<file path="src/rtl/drop_pkg.sv">
// Shared types and glyph constants for the drop sequencer and its display decoder.
package drop_pkg;

  typedef enum logic [1:0] {
    ST_COLD = 2'd0,
    ST_HOT  = 2'd1,
    ST_DROP = 2'd2,
    ST_DONE = 2'd3
  } state_t;

  typedef logic [6:0] glyph_t;

  // Seven-segment glyphs, bit order gfedcba, active-high.
  localparam glyph_t GLYPH_C     = 7'b0111001;
  localparam glyph_t GLYPH_O     = 7'b1011100;
  localparam glyph_t GLYPH_L     = 7'b0111000;
  localparam glyph_t GLYPH_D     = 7'b1011110;
  localparam glyph_t GLYPH_H     = 7'b1110110;
  localparam glyph_t GLYPH_T     = 7'b1111000;
  localparam glyph_t GLYPH_R     = 7'b1010000;
  localparam glyph_t GLYPH_P     = 7'b1110011;
  localparam glyph_t GLYPH_N     = 7'b1010100;
  localparam glyph_t GLYPH_E     = 7'b1111001;
  localparam glyph_t GLYPH_SPACE = 7'b0000000;

  // Four glyphs, leftmost digit in g1.
  typedef struct packed {
    glyph_t g1;
    glyph_t g2;
    glyph_t g3;
    glyph_t g4;
  } glyph_word_t;

  function automatic glyph_word_t make_word(glyph_t a, glyph_t b, glyph_t c, glyph_t d);
    glyph_word_t w;
    w.g1 = a;
    w.g2 = b;
    w.g3 = c;
    w.g4 = d;
    return w;
  endfunction

endpackage

</file>
<file path="src/rtl/drop_glyph_decode.sv">
// Combinational map from sequencer state to the four-digit status text.
module drop_glyph_decode
  import drop_pkg::*;
(
  input  logic [1:0] state_code,
  output logic [6:0] seg1,
  output logic [6:0] seg2,
  output logic [6:0] seg3,
  output logic [6:0] seg4
);

  glyph_word_t word;

  // Select the status text for the current state; "COLd" is the safe fallback.
  always_comb begin
    word = make_word(GLYPH_C, GLYPH_O, GLYPH_L, GLYPH_D);
    case (state_t'(state_code))
      ST_COLD: word = make_word(GLYPH_C, GLYPH_O, GLYPH_L, GLYPH_D);
      ST_HOT:  word = make_word(GLYPH_SPACE, GLYPH_H, GLYPH_O, GLYPH_T);
      ST_DROP: word = make_word(GLYPH_D, GLYPH_R, GLYPH_O, GLYPH_P);
      ST_DONE: word = make_word(GLYPH_D, GLYPH_O, GLYPH_N, GLYPH_E);
      default: word = make_word(GLYPH_C, GLYPH_O, GLYPH_L, GLYPH_D);
    endcase
  end

  assign seg1 = word.g1;
  assign seg2 = word.g2;
  assign seg3 = word.g3;
  assign seg4 = word.g4;

endmodule

</file>
<file path="src/rtl/drop_sequencer.sv">
// Drop sequencer: confirms N below-limit samples, fires a timed drop pulse,
// then holds off until the measurement rises a hysteresis margin above the limit.
module drop_sequencer
  import drop_pkg::*;
#(
  parameter int INT_W           = 8,
  parameter int FRAC_W          = 8,
  parameter int CONFIRM_SAMPLES = 3,
  parameter int DROP_CYCLES     = 4,
  parameter int HYST            = 256
) (
  input  logic                      clk,
  input  logic                      rst,
  input  logic [INT_W+FRAC_W-1:0]   t_act,
  input  logic [INT_W+FRAC_W-1:0]   t_lim,
  input  logic                      sample_valid,
  input  logic                      drop_en,
  output logic                      drop_activated,
  output logic [6:0]                seven_seg1,
  output logic [6:0]                seven_seg2,
  output logic [6:0]                seven_seg3,
  output logic [6:0]                seven_seg4,
  output logic                      busy
);

  localparam int W  = INT_W + FRAC_W;
  localparam int CW = $clog2(CONFIRM_SAMPLES + 1);
  localparam int DW = $clog2(DROP_CYCLES + 1);

  state_t        state_reg, state_next;
  logic [CW-1:0] confirm_cnt_reg, confirm_cnt_next;
  logic [DW-1:0] drop_cnt_reg, drop_cnt_next;

  logic          qualify;
  logic          rearm;
  logic [W:0]    lim_plus_hyst;
  logic [CW-1:0] confirm_inc;

  // Unsigned full-word compares; the re-arm threshold carries one extra bit so
  // a limit near full scale never wraps into a spurious re-arm.
  assign qualify       = t_act < t_lim;
  assign lim_plus_hyst = {1'b0, t_lim} + (W+1)'(HYST);
  assign rearm         = {1'b0, t_act} >= lim_plus_hyst;
  assign confirm_inc   = confirm_cnt_reg + 1'b1;

  // State and counter registers.
  always_ff @(posedge clk or posedge rst) begin
    if (rst) begin
      state_reg       <= ST_COLD;
      confirm_cnt_reg <= '0;
      drop_cnt_reg    <= '0;
    end else begin
      state_reg       <= state_next;
      confirm_cnt_reg <= confirm_cnt_next;
      drop_cnt_reg    <= drop_cnt_next;
    end
  end

  // Next-state and counter logic; a low enable forces COLD from any state.
  always_comb begin
    state_next       = state_reg;
    confirm_cnt_next = confirm_cnt_reg;
    drop_cnt_next    = drop_cnt_reg;
    if (!drop_en) begin
      state_next       = ST_COLD;
      confirm_cnt_next = '0;
      drop_cnt_next    = '0;
    end else begin
      case (state_reg)
        ST_COLD: state_next = ST_HOT;
        ST_HOT: begin
          if (sample_valid) begin
            if (qualify) begin
              if (confirm_inc == CW'(CONFIRM_SAMPLES)) begin
                state_next       = ST_DROP;
                confirm_cnt_next = '0;
                drop_cnt_next    = '0;
              end else begin
                confirm_cnt_next = confirm_inc;
              end
            end else begin
              confirm_cnt_next = '0;
            end
          end
        end
        ST_DROP: begin
          if (drop_cnt_reg == DW'(DROP_CYCLES - 1)) begin
            state_next    = ST_DONE;
            drop_cnt_next = '0;
          end else begin
            drop_cnt_next = drop_cnt_reg + 1'b1;
          end
        end
        ST_DONE: begin
          if (sample_valid && rearm) begin
            state_next       = ST_HOT;
            confirm_cnt_next = '0;
          end
        end
        default: begin
          state_next       = ST_COLD;
          confirm_cnt_next = '0;
          drop_cnt_next    = '0;
        end
      endcase
    end
  end

  assign drop_activated = (state_reg == ST_DROP);
  assign busy           = (state_reg == ST_DROP);

  drop_glyph_decode u_glyph (
    .state_code (state_reg),
    .seg1       (seven_seg1),
    .seg2       (seven_seg2),
    .seg3       (seven_seg3),
    .seg4       (seven_seg4)
  );

endmodule

</file>
<file path="config.mk">
export PLATFORM = sky130hd
export DESIGN_NAME = drop_sequencer
export DESIGN_NICKNAME = d
export VERILOG_FILES = /design/src/rtl/drop_pkg.sv /design/src/rtl/drop_glyph_decode.sv /design/src/rtl/drop_sequencer.sv
export SDC_FILE = /design/constraint.sdc
export NUM_CORES = 1
export LEC_CHECK = 0
export CORE_MARGIN = 2
export CORE_UTILIZATION = 45
export CTS_CLUSTER_DIAMETER = 60
export DETAILED_ROUTE_END_ITERATION = 6
export GPL_TIMING_DRIVEN = 0
export PLACE_DENSITY_LB_ADDON = 0.15
export SETUP_SLACK_MARGIN = 0.4
export SYNTH_ARGS = -nofsm -noshare
export SYNTH_HDL_FRONTEND = slang
export SYNTH_SLANG_ARGS = --single-unit
</file>
<file path="constraint.sdc">
create_clock -name clk -period 4.41 [get_ports clk]
set_input_delay 0.882 -clock clk [delete_from_list [all_inputs] [get_ports clk]]
set_output_delay 0.882 -clock clk [all_outputs]
set_load 0.01 [all_outputs]
</file>
# After elaboration in Yosys (flattened, before gate mapping)
# Index checks and enable logic that the tools add are counted.
[classes]
mux = 20
n_reduce_logical = 5
n_lt_le_gt_ge = 2
add_sub_neg = 3
eq_ne = 12
[ops]
columns = ["op", "n"]
rows = [
  ["28-bit one-hot mux with 4 select lines", 1],
  ["2-bit 2-to-1 mux", 11],
  ["16-bit by 9-bit adder with 17-bit output, second input constant", 1],
  ["16-bit by 17-bit >= comparator with 1-bit output", 1],
  ["16-bit less-than comparator", 1],
  ["3-bit 2-to-1 mux", 5],
  ["3-bit inequality test, second input constant", 4],
  ["2-bit one-hot mux with 4 select lines", 1],
  ["2-bit == test, second input constant", 3],
  ["3-bit by 1-bit inequality test with 1-bit output, second input constant", 2],
  ["3-bit one-hot mux with 2 select lines", 1],
  ["5-bit AND reduction", 1],
  ["2-bit one-hot mux with 2 select lines", 1],
  ["4-bit AND reduction", 1],
  ["3-bit by 1-bit adder with 3-bit output, second input constant", 1],
  ["3-bit by 2-bit == test with 1-bit output, second input constant", 1],
  ["3-bit by 2-bit inequality test with 1-bit output, second input constant", 1],
  ["3-bit AND reduction", 1],
  ["2-bit by 1-bit adder with 2-bit output, second input constant", 1],
  ["2-bit by 1-bit == test with 1-bit output, second input constant", 1],
  ["2-bit logical NOT", 1],
  ["1-bit logical AND", 1],
]
[totals]
register_bits = 7
inputBits = 36
elab_cells = 45
output_inout_bits = 30

# Longest topological paths before layout
[depth]
word_depth = 7
ltp_mapped = 12
mapped_depth_nobuf = 12

# By module
# A second synthesis with hierarchy kept.
[unflattened]
cells_unflattened = 191
hier_area_um2 = 1519.0
[modules_own_cells]
columns = ["module", "seq_area_each_um2", "instances", "cells_each", "area_per_inst_um2"]
rows = [
  ["drop_sequencer", 175.2, 1, 153, 1229.9],
  ["drop_glyph_decode", 0.0, 1, 38, 289.0],
]

# Least setup slack after synthesis
# Ideal clock, no wire load.
[synth_timing]
kind = "input to register"
from = "in t_lim[8]"
to = "reg confirm_cnt_reg[0]"
t_arrival_ns = 3.148
path_stages = 10
slack_ns = 1.137
cell_sequence = "ha_1 -> and3_1 -> xnor2_1 -> ha_1 -> a21oi_1 -> o21ai_0 -> or4_1 -> a31oi_1 -> a21o_1 -> mux2_2"
[synth_via]
elab_chain_len = 5
word_cells_on_any_way = 10
[synth_lines]
columns = ["item", "line_no", "rtl"]
rows = [
  ["start: declaration", "drop_sequencer.sv:15", "input logic [INT_W+FRAC_W-1:0] t_lim,"],
  ["16-bit by 9-bit adder with 17-bit output or 16-bit less-than comparator (tied branches)", "drop_sequencer.sv:42, drop_sequencer.sv:41", ""],
  ["16-bit by 17-bit >= comparator with 1-bit output or 2-bit 2-to-1 mux (tied branches)", "drop_sequencer.sv:43, drop_sequencer.sv:73", ""],
  ["1-bit logical AND or 2-bit 2-to-1 mux (tied branches)", "drop_sequencer.sv:95, drop_sequencer.sv:72", ""],
  ["3-bit inequality test (no line) or 2-bit one-hot mux with 2 select lines (tied branches)", "--", ""],
  ["3-bit AND reduction (no line) or 2-bit 2-to-1 mux (tied branches)", "--", ""],
  ["end signal: assignment", "drop_sequencer.sv:54", "confirm_cnt_reg <= confirm_cnt_next;"],
  ["end: declaration", "drop_sequencer.sv:31", "logic [CW-1:0] confirm_cnt_reg, confirm_cnt_next;"],
]
# Several ways; a longest one is shown, not always the timed one. The select of a mux whose other input is x is not followed.
# A chain may end at the register's enable or synchronous reset.

# Final worst setup path
# Ends and elaborated chain as after synthesis.

==> impl_metrics.ini <==
[synth]
synth.distinct_cells = 42
yosys.area.top_type = ha_1
synth-seq-cells = 7
synth-seq-area-share_pct = 12.43
synthCells = 178
ys.flop_type = dfrtp_1
synth.avg_cell_area_um2 = 7.915
synth.top_cell.area_share_pct = 29.31
async_reset_ff_share_pct = 100.0
synth_edf_count = 0
netlist_area_um2 = 1409
ys_warn_count = 0
synth_area_leaders = ha_1 29%, dfrtp_1 12%, buf_4 11%

[floorplanning]
die_w_um = 59.96
placement_rows = 20
core_um2 = 3003
start_util_pct = 46.92
die_h_um = 59.96
die_area_um2 = 3595
ios = 66

[global_route]
grt_antenna_before_repair = 0
grt_overflow = 0
grt_pass1_vias = 1238
grt_max_degree = 11
grt_pass1_wl_um = 4995
grtUsageTotal_pct = 17.62

[worst_setup_path]
r2r_end = drop_cnt_reg[0]$_DFFE_PP0P_
crit_path_end_kind = flip-flop
cp-start-kind = primary input
r2r_start = confirm_cnt_reg[0]$_DFFE_PP0P_
reg2regPathDepth = 6
critPathCapture = confirm_cnt_reg[0]$_DFFE_PP0P_
crit_arrival_ns = 3.86
cp_max_fo = 4
crit_start = t_lim[8]
rrSetupSlack_ns = 2.26
worst-setup-path-type = primary input to flip-flop
cp.required_ns = 4.55

[cts]
insertion_delay_ns = 0.26
postCtsHoldBufs = 0
post_cts_resized = 0
cts_buffers = 3
htreeDepth = 1
clock_path_buffers = 2
clock_sinks = 7
cts.clk_slew.worst_paths_ns = 0.05
cts_tree = yes
root_buffer = clkbuf_4
postCtsSetupRepairBufs = 0

[sta]
fin_crit_sh_pct = 84.30
rsz0062_at_grt = false
clock_skew_ns = 0.001738
drv_slew = 0
tightestPinTransition_ns = 0.5797
setup_slack_ns = 0.6923
maxClockFrequency_mhz = 269.0
setup_viol = 0
min_period_ns = 3.718
finalHoldViolations = 0
slew_headroom_pct = 60.36
holdWs_ns = 0.5199
tns_ns = 0

[route]
totalWireLength_um = 2983
drc = 0
antenna_left = 0
vias = 1394
dr_wl_met2_um = 1562
wl_per_cell_um = 10.73
vias_per_cell = 5.014
wirelength_met1_um = 1259
drtPass1Iterations = 4
first_iter_violations = 52
top_layer_used = met4
dr_wl_met3_um = 144

[layout]
syn2layout_area_growth_pct = 46.89
layout_commonest_cell = clkdlybuf4s50_1
nNetsFinal = 315
nFillCells = 271
final_cell_mix = 57 x clkdlybuf4s50_1, 33 x ha_1, 29 x inv_1
n_antenna_cell = 0
largest_register_ffs = 3
final_util_pct = 68.92
layout-drive-gt1-share_pct = 11.02

[power_and_ir_drop]
p_leak_nw = 1.011
p_per_area_nw_per_um2 = 345.2
ir_drop_uv = 133.7

[min_path]
hold_depth = 2
hold_class = flip-flop to flip-flop

[run_status]
status = complete, no violations

[job]
maxCapViolCount = 0

[placement]
gp_congestion = 0.8183
dp_slack_ns = 0.4172
portBuffers = 57
post-dp-hpwl_um = 2703
layout make-up:
| class | count | area [um2] | share of cell area (%) |
|---|---|---|---|
| clock buffer | 4 | 26.28 | 1.270 |
| sequential | 7 | 175.2 | 8.464 |
| timing repair buffer | 57 | 570.5 | 27.57 |
| buffer | 21 | 153.9 | 7.437 |
| inverter | 29 | 108.9 | 5.260 |
| tap | 33 | 41.29 | 1.995 |
| multi-input combinational | 127 | 993.5 | 48.00 |
kinds of logic after synthesis:
family	share of synthesized area, %
multiplexers	2.575
buffers and inverters	18.65
AO/OA/AOI/OAI	15.54
AND/OR/NAND/NOR	17.23
other	0.5331
flip-flops	12.43
adder cells (fa/ha/maj)	29.31
XOR/XNOR	3.730
through the flow:
| step | area (um2) | cells | total power, W |
|---|---|---|---|
| floorplan | 1431 | 184 | 0.0003970 |
| global placement | 2043 | 274 | 0.0006549 |
| detailed placement | 2043 | 274 | 0.0006609 |
| CTS | 2069 | 278 | 0.0007235 |
| global route | 2069 | 278 | 0.0007798 |
| finish | 2069 | 278 | 0.0007143 |
worst min path at each step:
stage / start / to / slack [ns]
detailed placement: drop_cnt_reg[2]$_DFFE_PP0P_ / drop_cnt_reg[2]$_DFFE_PP0P_ / 0.52
CTS: drop_cnt_reg[2]$_DFFE_PP0P_ / drop_cnt_reg[2]$_DFFE_PP0P_ / 0.52
global placement: drop_cnt_reg[2]$_DFFE_PP0P_ / drop_cnt_reg[2]$_DFFE_PP0P_ / 0.49
floorplan: drop_cnt_reg[2]$_DFFE_PP0P_ / drop_cnt_reg[2]$_DFFE_PP0P_ / 0.48
global route: drop_cnt_reg[2]$_DFFE_PP0P_ / drop_cnt_reg[2]$_DFFE_PP0P_ / 0.53
finish: drop_cnt_reg[2]$_DFFE_PP0P_ / drop_cnt_reg[2]$_DFFE_PP0P_ / 0.52
routing by layer:
| metal | track usage, % | up-vias |
|---|---|---|
| met2 | 32.92 | 49 |
| li1 | - | 728 |
| met3 | 0.6494 | 2 |
| met1 | 21.72 | 615 |
| met4 | 4.762 | 0 |
| met5 | 0 | - |
where the power goes:
| group | switching [W] | internal [W] |
|---|---|---|
| Sequential | 0.0000175 | 0.0000777 |
| Combinational | 0.000227 | 0.000333 |
| Clock | 0.0000252 | 0.0000346 |
| Total | 0.000269 | 0.000445 |
critical path, cell delays in order:
cell	delay, ns
clkdlybuf4s50_1	0.45
ha_1	0.24
and3_1	0.23
xnor2_1	0.13
ha_1	0.31
a21oi_1	0.12
o21ai_0	0.13
or4_1	0.52
a31oi_1	0.34
a21o_1	0.17
mux2_2	0.33
cells in the mapped netlist (all sizes together) (2+ instances only):
cell type  count
o21ai          6
and3           2
ha            33
o211ai         3
a31oi          2
a21boi         2
nand2         10
xnor2          6
a21oi         10
or4            2
conb           2
or3            2
mux2           2
a21o           2
nor3           3
nand4          6
buf           20
nor2           5
nand3b         2
inv           29
nand3          6
dfrtp          7
(Power assumes the default switching activity.)
